### src/rtl/opfetch_pkg.sv
// Shared widths, the x0 constant and the lookup-stage entry layout
// for the operand fetch front end.
package opfetch_pkg;

  localparam int XLEN = 32;
  localparam int AW   = 5;
  localparam int TAGW = 4;

  localparam logic [AW-1:0] REG_X0 = '0;

  // Lookup-stage contents. byp<n> marks a value that came from a writeback
  // (accept-edge bypass or a snoop while stalled). cap marks that byp_data<n>
  // holds the complete operand value because the entry stalled and the
  // registered file read has since moved on to another address.
  typedef struct packed {
    logic            valid;
    logic [AW-1:0]   rs1;
    logic [AW-1:0]   rs2;
    logic [TAGW-1:0] tag;
    logic            byp1;
    logic            byp2;
    logic [XLEN-1:0] byp_data1;
    logic [XLEN-1:0] byp_data2;
    logic            cap;
  } s1_entry;

  // A writeback that actually reaches the file and targets this register.
  function automatic logic wb_hit(input logic wren, input logic [AW-1:0] rd,
                                  input logic [AW-1:0] rs);
    return wren && (rd == rs);
  endfunction

endpackage

### src/rtl/opfetch_merge.sv
// Per-operand value selection: lookup-to-output transfer value and the
// output-stage snoop value.
module opfetch_merge
  import opfetch_pkg::*;
(
  input  logic [AW-1:0]   s1_rs,
  input  logic [XLEN-1:0] rf_rd,
  input  logic            use_byp,
  input  logic [XLEN-1:0] byp_data,
  input  logic            s1_hit,
  input  logic [AW-1:0]   s2_rs,
  input  logic [XLEN-1:0] s2_data,
  input  logic            s2_hit,
  input  logic [XLEN-1:0] wb_data,
  output logic [XLEN-1:0] s1_val,
  output logic [XLEN-1:0] s2_val
);

  // Transfer priority: x0, same-cycle writeback, held bypass, file read.
  always_comb begin
    s1_val = rf_rd;
    if (s1_rs == REG_X0)  s1_val = '0;
    else if (s1_hit)      s1_val = wb_data;
    else if (use_byp)     s1_val = byp_data;
  end

  // Held operand picks up a writeback to its register; x0 stays zero.
  always_comb begin
    s2_val = s2_data;
    if (s2_rs == REG_X0) s2_val = '0;
    else if (s2_hit)     s2_val = wb_data;
  end

endmodule

### src/rtl/operand_fetch.sv
// Register-file read front end: two-stage lookup/output pipe that hides the
// file's registered read and read-old-on-write behaviour by bypass + snoop.
// Optional statistics counters are built when OPFETCH_STATS_EN is defined.
// Note: the S1 entry layout is sized by opfetch_pkg; keep parameters equal
// to the package values.
module operand_fetch
  import opfetch_pkg::*;
#(
  parameter int XLEN = opfetch_pkg::XLEN,
  parameter int AW   = opfetch_pkg::AW,
  parameter int TAGW = opfetch_pkg::TAGW
) (
  input  logic            clk,
  input  logic            rst,
  input  logic            req_valid,
  output logic            req_ready,
  input  logic [AW-1:0]   req_rs1,
  input  logic [AW-1:0]   req_rs2,
  input  logic [TAGW-1:0] req_tag,
  input  logic            wb_valid,
  input  logic [AW-1:0]   wb_rd,
  input  logic [XLEN-1:0] wb_data,
  output logic [AW-1:0]   rf_rr1,
  output logic [AW-1:0]   rf_rr2,
  output logic            rf_wren,
  output logic [AW-1:0]   rf_wr,
  output logic [XLEN-1:0] rf_wd,
  input  logic [XLEN-1:0] rf_rd1,
  input  logic [XLEN-1:0] rf_rd2,
  output logic            op_valid,
  input  logic            op_ready,
  output logic [XLEN-1:0] op_rs1_data,
  output logic [XLEN-1:0] op_rs2_data,
  output logic [TAGW-1:0] op_tag
`ifdef OPFETCH_STATS_EN
  ,
  output logic [31:0]     stall_cnt,
  output logic [31:0]     byp_cnt
`endif
);

  s1_entry s1_q, s1_d;

  logic            op_valid_q, op_valid_d;
  logic [AW-1:0]   op_rs1_q, op_rs1_d, op_rs2_q, op_rs2_d;
  logic [XLEN-1:0] op_d1_q, op_d1_d, op_d2_q, op_d2_d;
  logic [TAGW-1:0] op_tag_q, op_tag_d;

  logic s2_free, s1_adv, acc;
  logic h1_s1, h2_s1, h1_s2, h2_s2;
  logic [XLEN-1:0] m1_s1, m1_s2, m2_s1, m2_s2;

  // File ports are straight pass-throughs; x0 writes never reach the file.
  assign rf_rr1  = req_rs1;
  assign rf_rr2  = req_rs2;
  assign rf_wren = wb_valid && (wb_rd != REG_X0) && !rst;
  assign rf_wr   = wb_rd;
  assign rf_wd   = wb_data;

  assign s2_free   = !op_valid_q || op_ready;
  assign s1_adv    = s1_q.valid && s2_free;
  assign req_ready = !rst && (!s1_q.valid || s1_adv);
  assign acc       = req_valid && req_ready;

  assign h1_s1 = wb_hit(rf_wren, wb_rd, s1_q.rs1);
  assign h2_s1 = wb_hit(rf_wren, wb_rd, s1_q.rs2);
  assign h1_s2 = wb_hit(rf_wren, wb_rd, op_rs1_q);
  assign h2_s2 = wb_hit(rf_wren, wb_rd, op_rs2_q);

  opfetch_merge u_merge1 (
    .s1_rs(s1_q.rs1), .rf_rd(rf_rd1), .use_byp(s1_q.byp1 | s1_q.cap),
    .byp_data(s1_q.byp_data1), .s1_hit(h1_s1),
    .s2_rs(op_rs1_q), .s2_data(op_d1_q), .s2_hit(h1_s2),
    .wb_data(wb_data), .s1_val(m1_s1), .s2_val(m1_s2)
  );

  opfetch_merge u_merge2 (
    .s1_rs(s1_q.rs2), .rf_rd(rf_rd2), .use_byp(s1_q.byp2 | s1_q.cap),
    .byp_data(s1_q.byp_data2), .s1_hit(h2_s1),
    .s2_rs(op_rs2_q), .s2_data(op_d2_q), .s2_hit(h2_s2),
    .wb_data(wb_data), .s1_val(m2_s1), .s2_val(m2_s2)
  );

  // Lookup stage: capture on accept; if blocked, freeze the resolved value,
  // because the file read data is only valid for one cycle.
  always_comb begin
    s1_d = s1_q;
    if (acc) begin
      s1_d.valid     = 1'b1;
      s1_d.rs1       = req_rs1;
      s1_d.rs2       = req_rs2;
      s1_d.tag       = req_tag;
      s1_d.byp1      = wb_hit(rf_wren, wb_rd, req_rs1);
      s1_d.byp2      = wb_hit(rf_wren, wb_rd, req_rs2);
      s1_d.byp_data1 = wb_data;
      s1_d.byp_data2 = wb_data;
      s1_d.cap       = 1'b0;
    end else if (s1_adv) begin
      s1_d.valid = 1'b0;
    end else if (s1_q.valid) begin
      s1_d.cap       = 1'b1;
      s1_d.byp_data1 = m1_s1;
      s1_d.byp_data2 = m2_s1;
      s1_d.byp1      = s1_q.byp1 || h1_s1;
      s1_d.byp2      = s1_q.byp2 || h2_s1;
    end
  end

  // Output stage: load from lookup, drop on handshake, snoop while held.
  always_comb begin
    op_valid_d = op_valid_q;
    op_rs1_d   = op_rs1_q;
    op_rs2_d   = op_rs2_q;
    op_d1_d    = op_d1_q;
    op_d2_d    = op_d2_q;
    op_tag_d   = op_tag_q;
    if (s1_adv) begin
      op_valid_d = 1'b1;
      op_rs1_d   = s1_q.rs1;
      op_rs2_d   = s1_q.rs2;
      op_d1_d    = m1_s1;
      op_d2_d    = m2_s1;
      op_tag_d   = s1_q.tag;
    end else if (op_valid_q && op_ready) begin
      op_valid_d = 1'b0;
    end else if (op_valid_q) begin
      op_d1_d = m1_s2;
      op_d2_d = m2_s2;
    end
  end

  // Pipeline state registers.
  always_ff @(posedge clk) begin
    if (rst) begin
      s1_q       <= '0;
      op_valid_q <= 1'b0;
      op_rs1_q   <= '0;
      op_rs2_q   <= '0;
      op_d1_q    <= '0;
      op_d2_q    <= '0;
      op_tag_q   <= '0;
    end else begin
      s1_q       <= s1_d;
      op_valid_q <= op_valid_d;
      op_rs1_q   <= op_rs1_d;
      op_rs2_q   <= op_rs2_d;
      op_d1_q    <= op_d1_d;
      op_d2_q    <= op_d2_d;
      op_tag_q   <= op_tag_d;
    end
  end

  assign op_valid    = op_valid_q;
  assign op_rs1_data = op_d1_q;
  assign op_rs2_data = op_d2_q;
  assign op_tag      = op_tag_q;

`ifdef OPFETCH_STATS_EN
  logic [31:0] stall_cnt_q, stall_cnt_d, byp_cnt_q, byp_cnt_d;
  logic        op_wb1_q, op_wb1_d, op_wb2_q, op_wb2_d;

  // Track per-operand writeback provenance into the output stage, count at handshake.
  always_comb begin
    op_wb1_d    = op_wb1_q;
    op_wb2_d    = op_wb2_q;
    stall_cnt_d = stall_cnt_q + {31'd0, (req_valid && !req_ready)};
    byp_cnt_d   = byp_cnt_q;
    if (op_valid_q && op_ready)
      byp_cnt_d = byp_cnt_q + {31'd0, op_wb1_q} + {31'd0, op_wb2_q};
    if (s1_adv) begin
      op_wb1_d = (s1_q.rs1 != REG_X0) && (h1_s1 || s1_q.byp1);
      op_wb2_d = (s1_q.rs2 != REG_X0) && (h2_s1 || s1_q.byp2);
    end else if (op_valid_q && !op_ready) begin
      op_wb1_d = op_wb1_q || h1_s2;
      op_wb2_d = op_wb2_q || h2_s2;
    end
  end

  // Statistics registers.
  always_ff @(posedge clk) begin
    if (rst) begin
      stall_cnt_q <= '0;
      byp_cnt_q   <= '0;
      op_wb1_q    <= 1'b0;
      op_wb2_q    <= 1'b0;
    end else begin
      stall_cnt_q <= stall_cnt_d;
      byp_cnt_q   <= byp_cnt_d;
      op_wb1_q    <= op_wb1_d;
      op_wb2_q    <= op_wb2_d;
    end
  end

  assign stall_cnt = stall_cnt_q;
  assign byp_cnt   = byp_cnt_q;
`endif

endmodule

### config.mk
export PLATFORM = sky130hd
export DESIGN_NAME = operand_fetch
export DESIGN_NICKNAME = d
export VERILOG_FILES = /design/src/rtl/opfetch_pkg.sv /design/src/rtl/opfetch_merge.sv /design/src/rtl/operand_fetch.sv
export SDC_FILE = /design/constraint.sdc
export NUM_CORES = 1
export LEC_CHECK = 0
export ABC_AREA = 1
export ABC_CLOCK_PERIOD_IN_PS = 2400
export BUFFER_PORTS_ARGS = -buffer_cell sky130_fd_sc_hd__buf_2
export CAP_MARGIN = 20
export CORE_MARGIN = 3
export CORE_UTILIZATION = 35
export DETAILED_ROUTE_END_ITERATION = 8
export PLACE_DENSITY = 0.65
export SYNTH_ARGS = -nofsm -noshare
export SYNTH_HDL_FRONTEND = slang
export SYNTH_SLANG_ARGS = --single-unit
### constraint.sdc
create_clock -name clk -period 2.4 [get_ports clk]
set_input_delay 0.24 -clock clk [delete_from_list [all_inputs] [get_ports clk]]
set_output_delay 0.24 -clock clk [all_outputs]
set_load 0.02 [all_outputs]
==> impl_metrics.csv <==
group,metric,value,unit
grt,gr-total-overflow,0,
route,drt_iter0_markers,928,
pwr,worst_ir_drop_vdd,422,uV
sta,fmax,474,MHz
layout,final_cells,2148,
route,drc,0,
worst_setup_path,setup.worst_path.class,"reg -> reg",
sta,worst_slew_pin_slew,1.01,ns
sta,setup_ws,0.291,ns
layout,drive_gt1_share,20.5,%
clock_network,cts_buffers,17,
clock_network,root_buffer,"clkbuf_16",
layout,nFillCells,3147,
floorplan,die_x,178,um
floorplan,row_count,62,
worst_setup_path,path_cells,"inv_1 -> nor2_4 -> nand2_4 -> nand2_4 -> inv_4 -> nand2_8 -> nand2_4 -> buf_12 -> o21ai_0 -> inv_1 -> a21oi_1",
clock_network,clock_latency,0.43,ns
layout,fin_nets,1871,
clock_network,cts_resized,0,
clock_network,tritoncts,"done",
clock_network,htreeDepth,4,
floorplan,core,29000,um2
synth,syn_avg_cell_area,6.37,um2
worst_hold_path,hold_path.class,"in -> reg",
floorplan,die_height,178,um
synth,ys_async_sr_fraction,0,%
layout,antenna_cells,0,
floorplan,ioPinCount,238,
synth,synth_top_area_share,31.0,%
synth,synth_edf_count,0,
worst_setup_path,cp.arrival,2.46,ns
sta,fin_skew,0.0120,ns
synth,syn_inst,1631,
placement,post-place-cells,2116,
placement,place_congestion,0.813,
synth,ys.flop_type,"dfxtp_1",
grt,grt_pass1_wl,54400,um
layout,multi_input_area,5190,um2
pwr,p_per_area,603,nW/um2
placement,post-place-ws,0.334,ns
placement,io_buffers,237,
synth,yosysTopAreaCell,"dfxtp_1",
route,dr.pass1.iters,6,
sta,min_period,2.11,ns
grt,grt_max_degree,93,
synth,syn-cell-area,10400,um2
sta,finalSetupViolations,0,
clock_network,max-clock-path-buffers,2,
clock_network,post-cts-setup-buffer-count,0,
synth,synth.top_cells.by_area,"dfxtp_1 (31%), a21oi_1 (10%), nand2_1 (9.8%)",
synth,ys_ff_latch,161,
placement,dp_hpwl,22800,um
floorplan,dieArea,31800,um2
grt,grt_use_total,21.6,%
grt,grt_pass1_vias,10200,
grt,antenna_found_initial,0,
route,avgRoutedWirePerCell,16.2,um
clock_network,hold_buffers,0,
sta,rsz0062_at_grt,"false",
route,ant_nets,0,
sta,slew-limit-headroom,32.5,%
worst_setup_path,worst-path-max-fanout,38,
layout,seq_area,3220,um2
clock_network,clk_pin_slew,0.07,ns
synth,ys_seq_area_share,31.0,%
synth,yosysWarnings,0,
synth,synth.top_cells.by_count,"nand2_1 (270), inv_1 (252), a21oi_1 (207), dfxtp_1 (161), nor2_1 (146)",
synth,synth_most_common_cell,"nand2_1",
worst_setup_path,startpoint_type,"flip-flop",
worst_setup_path,endpoint_kind,"flip-flop",
sta,fin_crit_sh,87.9,%
worst_setup_path,crit_slowest_cell,"dfxtp_1",
route,wl,34700,um
worst_setup_path,crit_top_cell,"nand2_4",
job,max_cap_viol_count,0,
layout,area_growth,14.8,%
run_status,status,"finished clean",
route,vias_per_cell,5.12,
synth,ys_types,32,
worst_setup_path,cp.required,2.75,ns
sta,timing.setup.tns,0,ns
floorplan,start_util,35.8,%
pwr,p_leak,5.44,nW
route,vias,11000,
clock_network,clkSinkCount,161,
sta,hold_viol,0,
synth,synth_nets,1751,
sta,slew_viol_final,0,
worst_setup_path,critPathMaxStageDelay,0.34,ns
## worst paths after layout
kind	start	endpoint	slack, ns	cells past startpoint
hold / removal	req_tag[3]	s1_q[70]	0.05	3
hold reg to reg	s1_q[68]	op_tag[1]	0.46	2
setup / recovery	op_valid	s1_q[63]	0.29	11
setup reg to reg	op_valid	s1_q[63]	0.29	11
## placed cells by master (no fill, tap or decap), drive strengths merged, types with 9 or more instances in the layout
cell      n
a21oi   218
buf     267
nor2    154
clkbuf   19
dfxtp   161
inv     267
o21ai    92
nand2   281
nand3    75
xor2      9
xnor2     9
nand4   129
nor3     69
## worst max-delay path: cells and delay by family (launching register included)
family	cells	cell delay, ns
DFF	1	0.34
AOI/OAI and AO/OA	2	0.29
buffers and inverters	4	0.49
and+or+nand+nor	5	0.87
## logic make-up (layout without fill, tap and decap cells)
kind of cell	Yosys count	count (layout)	share of synthesized area (%)
DFF	161	161	31.0
xor gates and xnor gates	18	18	1.52
and+or+nand+nor	710	710	32.1
AOI/OAI and AO/OA	313	313	16.0
buffers and inverters	429	562	19.3
## routing by layer
metal	routed length, um	GRT usage, %	up-vias
met1	15500	28.2	5034
met5	0	0	-
li1	-	-	5477
met2	16000	35.9	418
met3	2220	3.41	79
met4	1030	8.28	0
## power by group
group	leakage (nW)	switching [mW]	internal (mW)
Sequential	1.32	0.0750	2.83
Clock	0.261	1.25	1.37
Combinational	3.86	1.15	0.516
Total	5.44	2.47	4.72
## stage by stage
stage / cell area [um2] / hold slack [ns] / util, % / power, mW
final: 11900 / 0.0548 / 41.1 / 7.19
after global routing: 11900 / 0.0554 / 41.1 / 7.57
after CTS: 11900 / 0.0386 / 41.1 / 7.26
after detailed placement: 11400 / 0.454 / 39.2 / 4.63
after global placement: 11400 / 0.444 / 39.2 / 4.61
after floorplan: 10400 / 0.353 / - / 4.12
## state kept, by name (all words and copies together), names as in the netlist
name	flops
s1_q	82
op_rs1_data	32
op_rs2_data	32
op_rs1_q	5
op_rs2_q	5
op_tag	4
op_valid	1
## final cells by class
class                      instances  area share, %
clock inverter                    13          0.860
clock buffer                      19           3.71
timing repair buffer             267           12.6
tap                              384           4.03
multi-input combinational       1041           43.5
sequential                       161           27.0
inverter                         263           8.31
(Power assumes the default switching activity.)
